**src/rtl/ahb_burst_slave_if.sv**
```systemverilog
// AHB slave bus plus downstream request/response channels for ahb_burst_slave.
// The slave modport is the DUT view; the master modport is the driving side.
interface ahb_burst_slave_if #(
    parameter int unsigned ADDR_W = 32,
    parameter int unsigned DATA_W = 32
);
    logic              Hsel;
    logic              Hwrite;
    logic              Hready;
    logic [1:0]        Htrans;
    logic [2:0]        Hsize;
    logic [2:0]        Hburst;
    logic [ADDR_W-1:0] Haddr;
    logic [DATA_W-1:0] Hwdata;
    logic              Hreadyout;
    logic              Hresp;
    logic [DATA_W-1:0] Hrdata;

    logic              req_valid;
    logic              req_ready;
    logic              req_write;
    logic [ADDR_W-1:0] req_addr;
    logic [DATA_W-1:0] req_wdata;
    logic              req_last;

    logic              rsp_valid;
    logic [DATA_W-1:0] rsp_rdata;
    logic              rsp_err;

    modport slave (
        input  Hsel, Hwrite, Hready, Htrans, Hsize, Hburst, Haddr, Hwdata,
        output Hreadyout, Hresp, Hrdata,
        output req_valid, req_write, req_addr, req_wdata, req_last,
        input  req_ready,
        input  rsp_valid, rsp_rdata, rsp_err
    );

    modport master (
        output Hsel, Hwrite, Hready, Htrans, Hsize, Hburst, Haddr, Hwdata,
        input  Hreadyout, Hresp, Hrdata,
        input  req_valid, req_write, req_addr, req_wdata, req_last,
        output req_ready,
        output rsp_valid, rsp_rdata, rsp_err
    );
endinterface

```
**src/rtl/ahb_burst_slave.sv**
```systemverilog
// AHB burst slave: turns AHB transfers into entries of an in-order request FIFO.
// Writes are posted; reads wait for one downstream response. Illegal transfers
// (misaligned or oversize) get a two-cycle ERROR response and are never queued.
// Optional macro AHB_BURST_SLAVE_ADDR_CHECK_EN: check each SEQ address against
// the INCR/WRAP address sequence and treat a mismatch as illegal.
module ahb_burst_slave #(
    parameter int unsigned ADDR_W = 32,
    parameter int unsigned DATA_W = 32,
    parameter int unsigned DEPTH  = 4
) (
    input logic              Hclk,
    input logic              Hresetn,
    ahb_burst_slave_if.slave bus
);
    localparam int unsigned PTR_W    = $clog2(DEPTH);
    localparam int unsigned CNT_W    = PTR_W + 1;
    localparam logic [2:0]  MAX_SIZE = (DATA_W == 64) ? 3'd3 : 3'd2;

    typedef enum logic [2:0] {
        S_IDLE, S_WR, S_RD, S_RWAIT, S_RDONE, S_ERR1, S_ERR2
    } state_e;

    state_e r_state;
    state_e w_state_next;

    // Address-phase capture for the current data phase
    logic [ADDR_W-1:0] r_addr;
    logic              r_last;
    logic [3:0]        r_beat;
    logic [DATA_W-1:0] r_hrdata;

    // Request FIFO
    logic              r_fifo_write [DEPTH];
    logic [ADDR_W-1:0] r_fifo_addr  [DEPTH];
    logic [DATA_W-1:0] r_fifo_wdata [DEPTH];
    logic              r_fifo_last  [DEPTH];
    logic [PTR_W-1:0]  r_wr_ptr;
    logic [PTR_W-1:0]  r_rd_ptr;
    logic [CNT_W-1:0]  r_count;

    logic              w_accept;
    logic              w_is_seq;
    logic [4:0]        w_burst_len;
    logic [3:0]        w_beat_idx;
    logic              w_last;
    logic [ADDR_W-1:0] w_align_mask;
    logic              w_addr_bad;
    logic              w_illegal;
    state_e            w_phase_state;
    logic              w_empty;
    logic              w_full;
    logic              w_pop;
    logic              w_stall;
    logic              w_push;
    logic [DATA_W-1:0] w_push_wdata;
    logic              w_hreadyout;
    logic              w_hresp;

    assign w_accept = bus.Hsel && bus.Hready && bus.Htrans[1];
    assign w_is_seq = (bus.Htrans == 2'b11);

    // Burst length and beat position of the transfer in its address phase
    always_comb begin
        w_burst_len = 5'd1;
        case (bus.Hburst)
            3'd2, 3'd3: w_burst_len = 5'd4;
            3'd4, 3'd5: w_burst_len = 5'd8;
            3'd6, 3'd7: w_burst_len = 5'd16;
            default:    w_burst_len = 5'd1;
        endcase
        w_beat_idx = w_is_seq ? r_beat + 4'd1 : 4'd0;
        w_last     = 1'b0;
        case (bus.Hburst)
            3'd0:    w_last = 1'b1;
            3'd1:    w_last = 1'b0;
            default: w_last = ({1'b0, w_beat_idx} == (w_burst_len - 5'd1));
        endcase
    end

    assign w_align_mask = ADDR_W'((32'd1 << bus.Hsize) - 32'd1);

`ifdef AHB_BURST_SLAVE_ADDR_CHECK_EN
    logic [ADDR_W-1:0] w_incr;
    logic [ADDR_W-1:0] w_sum;
    logic [ADDR_W-1:0] w_wrap_mask;
    logic [ADDR_W-1:0] w_exp_addr;
    logic              w_is_wrap;

    // Expected SEQ address: previous beat plus transfer size, wrapped for WRAPx
    always_comb begin
        w_incr      = ADDR_W'(32'd1 << bus.Hsize);
        w_sum       = r_addr + w_incr;
        w_wrap_mask = ADDR_W'(({27'd0, w_burst_len} << bus.Hsize) - 32'd1);
        w_is_wrap   = !bus.Hburst[0] && (bus.Hburst != 3'd0);
        w_exp_addr  = w_is_wrap ? ((r_addr & ~w_wrap_mask) | (w_sum & w_wrap_mask)) : w_sum;
        w_addr_bad  = w_is_seq && (bus.Haddr != w_exp_addr);
    end
`else
    assign w_addr_bad = 1'b0;
`endif

    assign w_illegal = (|(bus.Haddr & w_align_mask)) || (bus.Hsize > MAX_SIZE) || w_addr_bad;

    // Where a newly accepted address phase (or its absence) leads
    always_comb begin
        w_phase_state = S_IDLE;
        if (w_accept) begin
            if (w_illegal)       w_phase_state = S_ERR1;
            else if (bus.Hwrite) w_phase_state = S_WR;
            else                 w_phase_state = S_RD;
        end
    end

    // A pop in the same cycle frees the slot, so full only stalls without a pop
    assign w_empty      = (r_count == '0);
    assign w_full       = (r_count == CNT_W'(DEPTH));
    assign w_pop        = !w_empty && bus.req_ready;
    assign w_stall      = w_full && !w_pop;
    assign w_push       = ((r_state == S_WR) || (r_state == S_RD)) && !w_stall;
    assign w_push_wdata = (r_state == S_WR) ? bus.Hwdata : '0;

    // FSM state register
    always_ff @(posedge Hclk or negedge Hresetn) begin
        if (!Hresetn) r_state <= S_IDLE;
        else          r_state <= w_state_next;
    end

    // FSM next-state logic
    always_comb begin
        w_state_next = r_state;
        case (r_state)
            S_IDLE, S_RDONE, S_ERR2: w_state_next = w_phase_state;
            S_WR:    w_state_next = w_stall ? S_WR : w_phase_state;
            S_RD:    w_state_next = w_stall ? S_RD : S_RWAIT;
            S_RWAIT: begin
                if (bus.rsp_valid) w_state_next = bus.rsp_err ? S_ERR1 : S_RDONE;
            end
            S_ERR1:  w_state_next = S_ERR2;
            default: w_state_next = S_IDLE;
        endcase
    end

    // FSM outputs: AHB ready and error response
    always_comb begin
        w_hreadyout = 1'b1;
        w_hresp     = 1'b0;
        case (r_state)
            S_WR:    w_hreadyout = !w_stall;
            S_RD:    w_hreadyout = 1'b0;
            S_RWAIT: w_hreadyout = 1'b0;
            S_ERR1: begin
                w_hreadyout = 1'b0;
                w_hresp     = 1'b1;
            end
            S_ERR2:  w_hresp = 1'b1;
            default: w_hreadyout = 1'b1;
        endcase
    end

    // Address-phase capture, beat counter and read data register
    always_ff @(posedge Hclk or negedge Hresetn) begin
        if (!Hresetn) begin
            r_addr   <= '0;
            r_last   <= 1'b0;
            r_beat   <= '0;
            r_hrdata <= '0;
        end else begin
            if (w_accept) begin
                r_addr <= bus.Haddr;
                r_last <= w_last;
                r_beat <= w_beat_idx;
            end
            if ((r_state == S_RWAIT) && bus.rsp_valid && !bus.rsp_err) begin
                r_hrdata <= bus.rsp_rdata;
            end
        end
    end

    // Request FIFO storage, pointers and occupancy
    always_ff @(posedge Hclk or negedge Hresetn) begin
        if (!Hresetn) begin
            r_wr_ptr <= '0;
            r_rd_ptr <= '0;
            r_count  <= '0;
            for (int unsigned i = 0; i < DEPTH; i++) begin
                r_fifo_write[i] <= 1'b0;
                r_fifo_addr[i]  <= '0;
                r_fifo_wdata[i] <= '0;
                r_fifo_last[i]  <= 1'b0;
            end
        end else begin
            if (w_push) begin
                r_fifo_write[r_wr_ptr] <= (r_state == S_WR);
                r_fifo_addr[r_wr_ptr]  <= r_addr;
                r_fifo_wdata[r_wr_ptr] <= w_push_wdata;
                r_fifo_last[r_wr_ptr]  <= r_last;
                r_wr_ptr               <= r_wr_ptr + 1'b1;
            end
            if (w_pop) r_rd_ptr <= r_rd_ptr + 1'b1;
            case ({w_push, w_pop})
                2'b10:   r_count <= r_count + 1'b1;
                2'b01:   r_count <= r_count - 1'b1;
                default: r_count <= r_count;
            endcase
        end
    end

    assign bus.Hreadyout = w_hreadyout;
    assign bus.Hresp     = w_hresp;
    assign bus.Hrdata    = r_hrdata;
    assign bus.req_valid = !w_empty;
    assign bus.req_write = r_fifo_write[r_rd_ptr];
    assign bus.req_addr  = r_fifo_addr[r_rd_ptr];
    assign bus.req_wdata = r_fifo_wdata[r_rd_ptr];
    assign bus.req_last  = r_fifo_last[r_rd_ptr];
endmodule

```
**src/flat_wrapper.sv**
```systemverilog
// flat-port wrapper written by rule: the top's interface ports become plain ports
module ahb_burst_slave_flat 
#(
    parameter int unsigned ADDR_W = 32,
    parameter int unsigned DATA_W = 32,
    parameter int unsigned DEPTH  = 4
)
  (Hclk, Hresetn, bus_Hsel, bus_Hwrite, bus_Hready, bus_Htrans, bus_Hsize, bus_Hburst, bus_Haddr, bus_Hwdata, bus_Hreadyout, bus_Hresp, bus_Hrdata, bus_req_valid, bus_req_write, bus_req_addr, bus_req_wdata, bus_req_last, bus_req_ready, bus_rsp_valid, bus_rsp_rdata, bus_rsp_err);
  ahb_burst_slave_if #(.ADDR_W(ADDR_W), .DATA_W(DATA_W)) bus_i ();
  input logic Hclk;
  input logic Hresetn;
  input wire logic [$bits(bus_i.Hsel)-1:0] bus_Hsel;
  input wire logic [$bits(bus_i.Hwrite)-1:0] bus_Hwrite;
  input wire logic [$bits(bus_i.Hready)-1:0] bus_Hready;
  input wire logic [$bits(bus_i.Htrans)-1:0] bus_Htrans;
  input wire logic [$bits(bus_i.Hsize)-1:0] bus_Hsize;
  input wire logic [$bits(bus_i.Hburst)-1:0] bus_Hburst;
  input wire logic [$bits(bus_i.Haddr)-1:0] bus_Haddr;
  input wire logic [$bits(bus_i.Hwdata)-1:0] bus_Hwdata;
  output wire logic [$bits(bus_i.Hreadyout)-1:0] bus_Hreadyout;
  output wire logic [$bits(bus_i.Hresp)-1:0] bus_Hresp;
  output wire logic [$bits(bus_i.Hrdata)-1:0] bus_Hrdata;
  output wire logic [$bits(bus_i.req_valid)-1:0] bus_req_valid;
  output wire logic [$bits(bus_i.req_write)-1:0] bus_req_write;
  output wire logic [$bits(bus_i.req_addr)-1:0] bus_req_addr;
  output wire logic [$bits(bus_i.req_wdata)-1:0] bus_req_wdata;
  output wire logic [$bits(bus_i.req_last)-1:0] bus_req_last;
  input wire logic [$bits(bus_i.req_ready)-1:0] bus_req_ready;
  input wire logic [$bits(bus_i.rsp_valid)-1:0] bus_rsp_valid;
  input wire logic [$bits(bus_i.rsp_rdata)-1:0] bus_rsp_rdata;
  input wire logic [$bits(bus_i.rsp_err)-1:0] bus_rsp_err;
  assign bus_i.Hsel = bus_Hsel;
  assign bus_i.Hwrite = bus_Hwrite;
  assign bus_i.Hready = bus_Hready;
  assign bus_i.Htrans = bus_Htrans;
  assign bus_i.Hsize = bus_Hsize;
  assign bus_i.Hburst = bus_Hburst;
  assign bus_i.Haddr = bus_Haddr;
  assign bus_i.Hwdata = bus_Hwdata;
  assign bus_Hreadyout = bus_i.Hreadyout;
  assign bus_Hresp = bus_i.Hresp;
  assign bus_Hrdata = bus_i.Hrdata;
  assign bus_req_valid = bus_i.req_valid;
  assign bus_req_write = bus_i.req_write;
  assign bus_req_addr = bus_i.req_addr;
  assign bus_req_wdata = bus_i.req_wdata;
  assign bus_req_last = bus_i.req_last;
  assign bus_i.req_ready = bus_req_ready;
  assign bus_i.rsp_valid = bus_rsp_valid;
  assign bus_i.rsp_rdata = bus_rsp_rdata;
  assign bus_i.rsp_err = bus_rsp_err;
  ahb_burst_slave #(.ADDR_W(ADDR_W), .DATA_W(DATA_W), .DEPTH(DEPTH)) u_core (.Hclk(Hclk), .Hresetn(Hresetn), .bus(bus_i));
endmodule
```
**config.mk**
```make
export PLATFORM = sky130hd
export DESIGN_NAME = ahb_burst_slave_flat
export DESIGN_NICKNAME = d
export VERILOG_FILES = /design/src/rtl/ahb_burst_slave_if.sv /design/src/rtl/ahb_burst_slave.sv /design/src/flat_wrapper.sv
export SDC_FILE = /design/constraint.sdc
export NUM_CORES = 1
export LEC_CHECK = 0
export CAP_MARGIN = 20
export CORE_UTILIZATION = 45
export CTS_CLUSTER_DIAMETER = 120
export DETAILED_ROUTE_END_ITERATION = 6
export PLACE_DENSITY = 0.73
export SLEW_MARGIN = 15
export SYNTH_ARGS = -nofsm -noshare
export SYNTH_HDL_FRONTEND = slang
export SYNTH_SLANG_ARGS = --single-unit
```
**constraint.sdc**
```tcl
create_clock -name Hclk -period 2.7 [get_ports Hclk]
set_clock_uncertainty 0.15 [all_clocks]
set_input_delay 0.675 -clock Hclk [delete_from_list [all_inputs] [get_ports Hclk]]
set_output_delay 0.675 -clock Hclk [all_outputs]
set_load 0.1 [all_outputs]
```
==> metrics.md <==
| Metric | Value |
|---|---|
| Startpoint Class | flop |
| Total grt overflow | 0 |
| WP data arrival | approximately 2000 ps |
| Global-route wire length before repair | 56600 um |
| WS Path Type | reg -> out |
| Storage cell area | 8590 um2 |
| Peak fanout along the critical path | 5 |
| Initial DRC count | 366 |
| Final hold violations | 0 |
| Worst hold endpoint | u_core.bus.Hrdata[3] |
| Starting density of the core | between 40% and 50% |
| Clock slew seen by the registers of the worst setup and hold paths | 60 ps |
| Routed wire length | approximately 35000 um |
| Via density | about 5.2 |
| Final Cycle Share | 106% |
| Failing checks | setup timing |
| Setup WS post-layout | -161 ps |
| Worst Hold Launch | u_core.bus.Hrdata[3] |
| Post-synthesis average cell area | 15.9 um2 |
| CTS root buf | clkbuf_16 |
| Initial antenna violation count | 1 |
| WP buf/inv | 3 |
| Layout cells sized above 1 | 46.6% |
| Die height | 189 um |
| Area contributors post-synth | dfrtp_1, mux2_4, mux2_2 |
| Critical path endpoint category | output pin |
| Vias post-DR | 9079 |
| Rows | between 60 and 70 |
| Detailed Routing Iterations Pass 1 | 5 |
| Post-synthesis sequential area ratio | roughly 54% |
| Largest area contributor in the netlist | dfrtp_1 |
| Met2 routed WL | 17600 um |
| Min Clock Period, post-route | 2860 ps |
| Final Net Count | 1366 |
| Number of synthesized flops with an enable pin | 0 |
| Average wire per standard cell | 20.3 um |
| Crit-path cells | buf_4 > clkbuf_16 > mux4_2 > buf_12 |
| Slew headroom | 71.5% |
| Yosys warns | 0 |
| Worst-Margin Slew | 427 ps |
| Post-synth top area share | 54.3% |
| DRC | 0 |
| Clock Latency Late Sink | between 500 and 600 ps |
| DP Wirelength | 22000 um |
| Multi-input gate area | 6610 um2 |
| Port-buffer cells | 212 |
| Die width | 189 um |
| CTS tree | built |
| Vias in the first global route | approximately 10000 |
| Synthesis-to-layout area growth | 31.6% |
| # clock sinks | approximately 340 |
| Worst R2R End | u_core.r_count[2] |
| Max Cap Viol | 0 |
| Top Layer Used | met4 |
| Reg-to-reg slack, setup | between 300 and 400 ps |
| Ports | 213 |
| Pin count of the biggest net entering global routing | 70 |
| Fmax | approximately 0.35 GHz |
| DR WL met3 | 1570 um |
| Total CTS buffers | 38 |
| Hold WC Path Type | reg -> reg |
| Req. time, crit path | 1880 ps |
| RSZ-0062 raised after global routing | true |
| CP max stage cell | mux4_2 |
| Async set-reset flop share out of synthesis | 100% |
| Outcome | complete, but fails checks |
| Max incr delay on CP | 540 ps |
| Syn_nets | 1114 |
| Max Slew Vio Count | 0 |
| Die footprint | 35900 um2 |
| Total Routing Usage GR | 20.2% |
| Commonest register cell after synthesis | dfrtp_1 |
| #FFs+latches synth | 343 |
| H-tree depth | 2 |
| R2R depth | 11 |
| Netlist cell types | between 40 and 50 |
| Area of the mapped netlist | 15800 um2 |
| Met1 Routed Length | 15100 um |
| Hold Slack | 350 ps |
| Gate Count Post-Synth | 994 |
| Pre-CTS setup slack | -289 ps |
| Final setup viols | 66 |
| Worst r2r src | u_core.r_count[0] |
| WHS Path Cells | 1 |
| Core footprint | 34500 um2 |
| GP Congestion | 0.778 |
| Maximum clock path buffer count | 3 |
| Post-DRT Antenna Nets | 0 |
| Delay-heaviest family, CP | buffers and inverters |
| # fillers | 2627 |
state kept, by name, summed over array words and instances, names as in the netlist:
| name | flops |
|---|---|
| u_core.r_fifo_wdata | 128 |
| u_core.r_beat | 4 |
| u_core.r_wr_ptr | 2 |
| u_core.r_fifo_write | 4 |
| u_core.r_fifo_last | 4 |
| u_core.r_state | 3 |
| u_core.r_last | 1 |
| u_core.r_fifo_addr | 128 |
| u_core.r_addr | 32 |
| u_core.bus.Hrdata | 32 |
| u_core.r_rd_ptr | 2 |
| u_core.r_count | 3 |
cells in the mapped netlist (4+ instances only):
cell type,count
ha_1,7
and2_1,34
mux2_2,135
mux2_4,156
buf_12,20
dfrtp_1,343
xnor2_1,4
buf_1,5
o21ai_0,14
mux4_2,66
nand2_1,113
and2_4,4
buf_2,8
nor2_1,6
inv_1,13
xor2_1,5
nor2b_1,4
buf_4,8
nand3_1,6
clkbuf_1,16
how the worst max path moves through the flow:
stage,slack (ps),endpoint,startpoint,cells past startpoint
after global routing,-220,bus_req_wdata[16],u_core.r_rd_ptr[0],4
final,-160,bus_req_wdata[15],u_core.r_rd_ptr[0],4
after floorplan,7,bus_req_addr[13],u_core.r_rd_ptr[0],4
after detailed placement,-290,u_core.r_count[2],bus_req_ready,11
after CTS,-190,bus_req_wdata[4],u_core.r_rd_ptr[0],4
after global placement,-270,u_core.r_count[2],bus_req_ready,11
metal layers:
layer  vias to the layer above  GRT usage, %
li1                       4054             -
met1                      4754          26.8
met2                       211          33.8
met3                        60          3.89
met4                         0          5.55
met5                         -             0
kinds of logic after synthesis:
kind of cell,count (synthesis),share of synthesized area (%)
multiplexers,359,34.0
flip-flops,343,54.3
AND/OR/NAND/NOR,178,5.41
buffers and inverters,71,4.01
AO/OA/AOI/OAI,25,0.974
XOR/XNOR,10,0.649
adder cells (fa/ha/maj),8,0.681
what timing repair did:
item,in CTS,in global routing
resized for setup,16,0
hold buffers,1,0
setup endpoints to repair,67,66
endpoints found under the hold margin,34,0
buffers inserted,6,1
cloned,6,2
pin swaps,2,0
cell usage in the layout (no fill, tap or decap), types with 5 or more instances in the layout:
cell and n:
and2_1 34, buf_12 90, buf_16 8, buf_4 57
bufinv_16 7, clkbuf_16 41, clkdlybuf4s50_1 109, clkinv_2 10
dfrtp_1 341, ha_1 7, inv_1 13, mux2_2 135
mux2_4 156, mux4_2 66, nand2_1 113, nand3_1 5
nor2_1 5, o21ai_0 13, xor2_1 5
cell type report:
| type | instances | share of cell area, % |
|---|---|---|
| Antenna cell | 1 | 0.0120 |
| Clock buffer | 47 | 5.03 |
| Clock inverter | 21 | 1.41 |
| Inverter | 13 | 0.235 |
| Multi-Input combinational cell | 580 | 31.8 |
| Sequential cell | 343 | 41.3 |
| Tap cell | 455 | 2.74 |
| Timing Repair Buffer | 270 | 17.5 |
metrics by stage:
stage	setup TNS (ps)	utilization, %	instances	area [um2]
after floorplan	0	-	994	15800
after global placement	-35800	55.4	1646	19200
after detailed placement	-41170	55.4	1646	19200
after CTS	-10600	60.0	1726	20700
after global routing	-12460	60.2	1729	20800
final	-8930	60.2	1730	20800
Power is left out: the tool's default activity adds up to more than one toggle a clock period on the data nets, which glitch-free logic cannot reach.
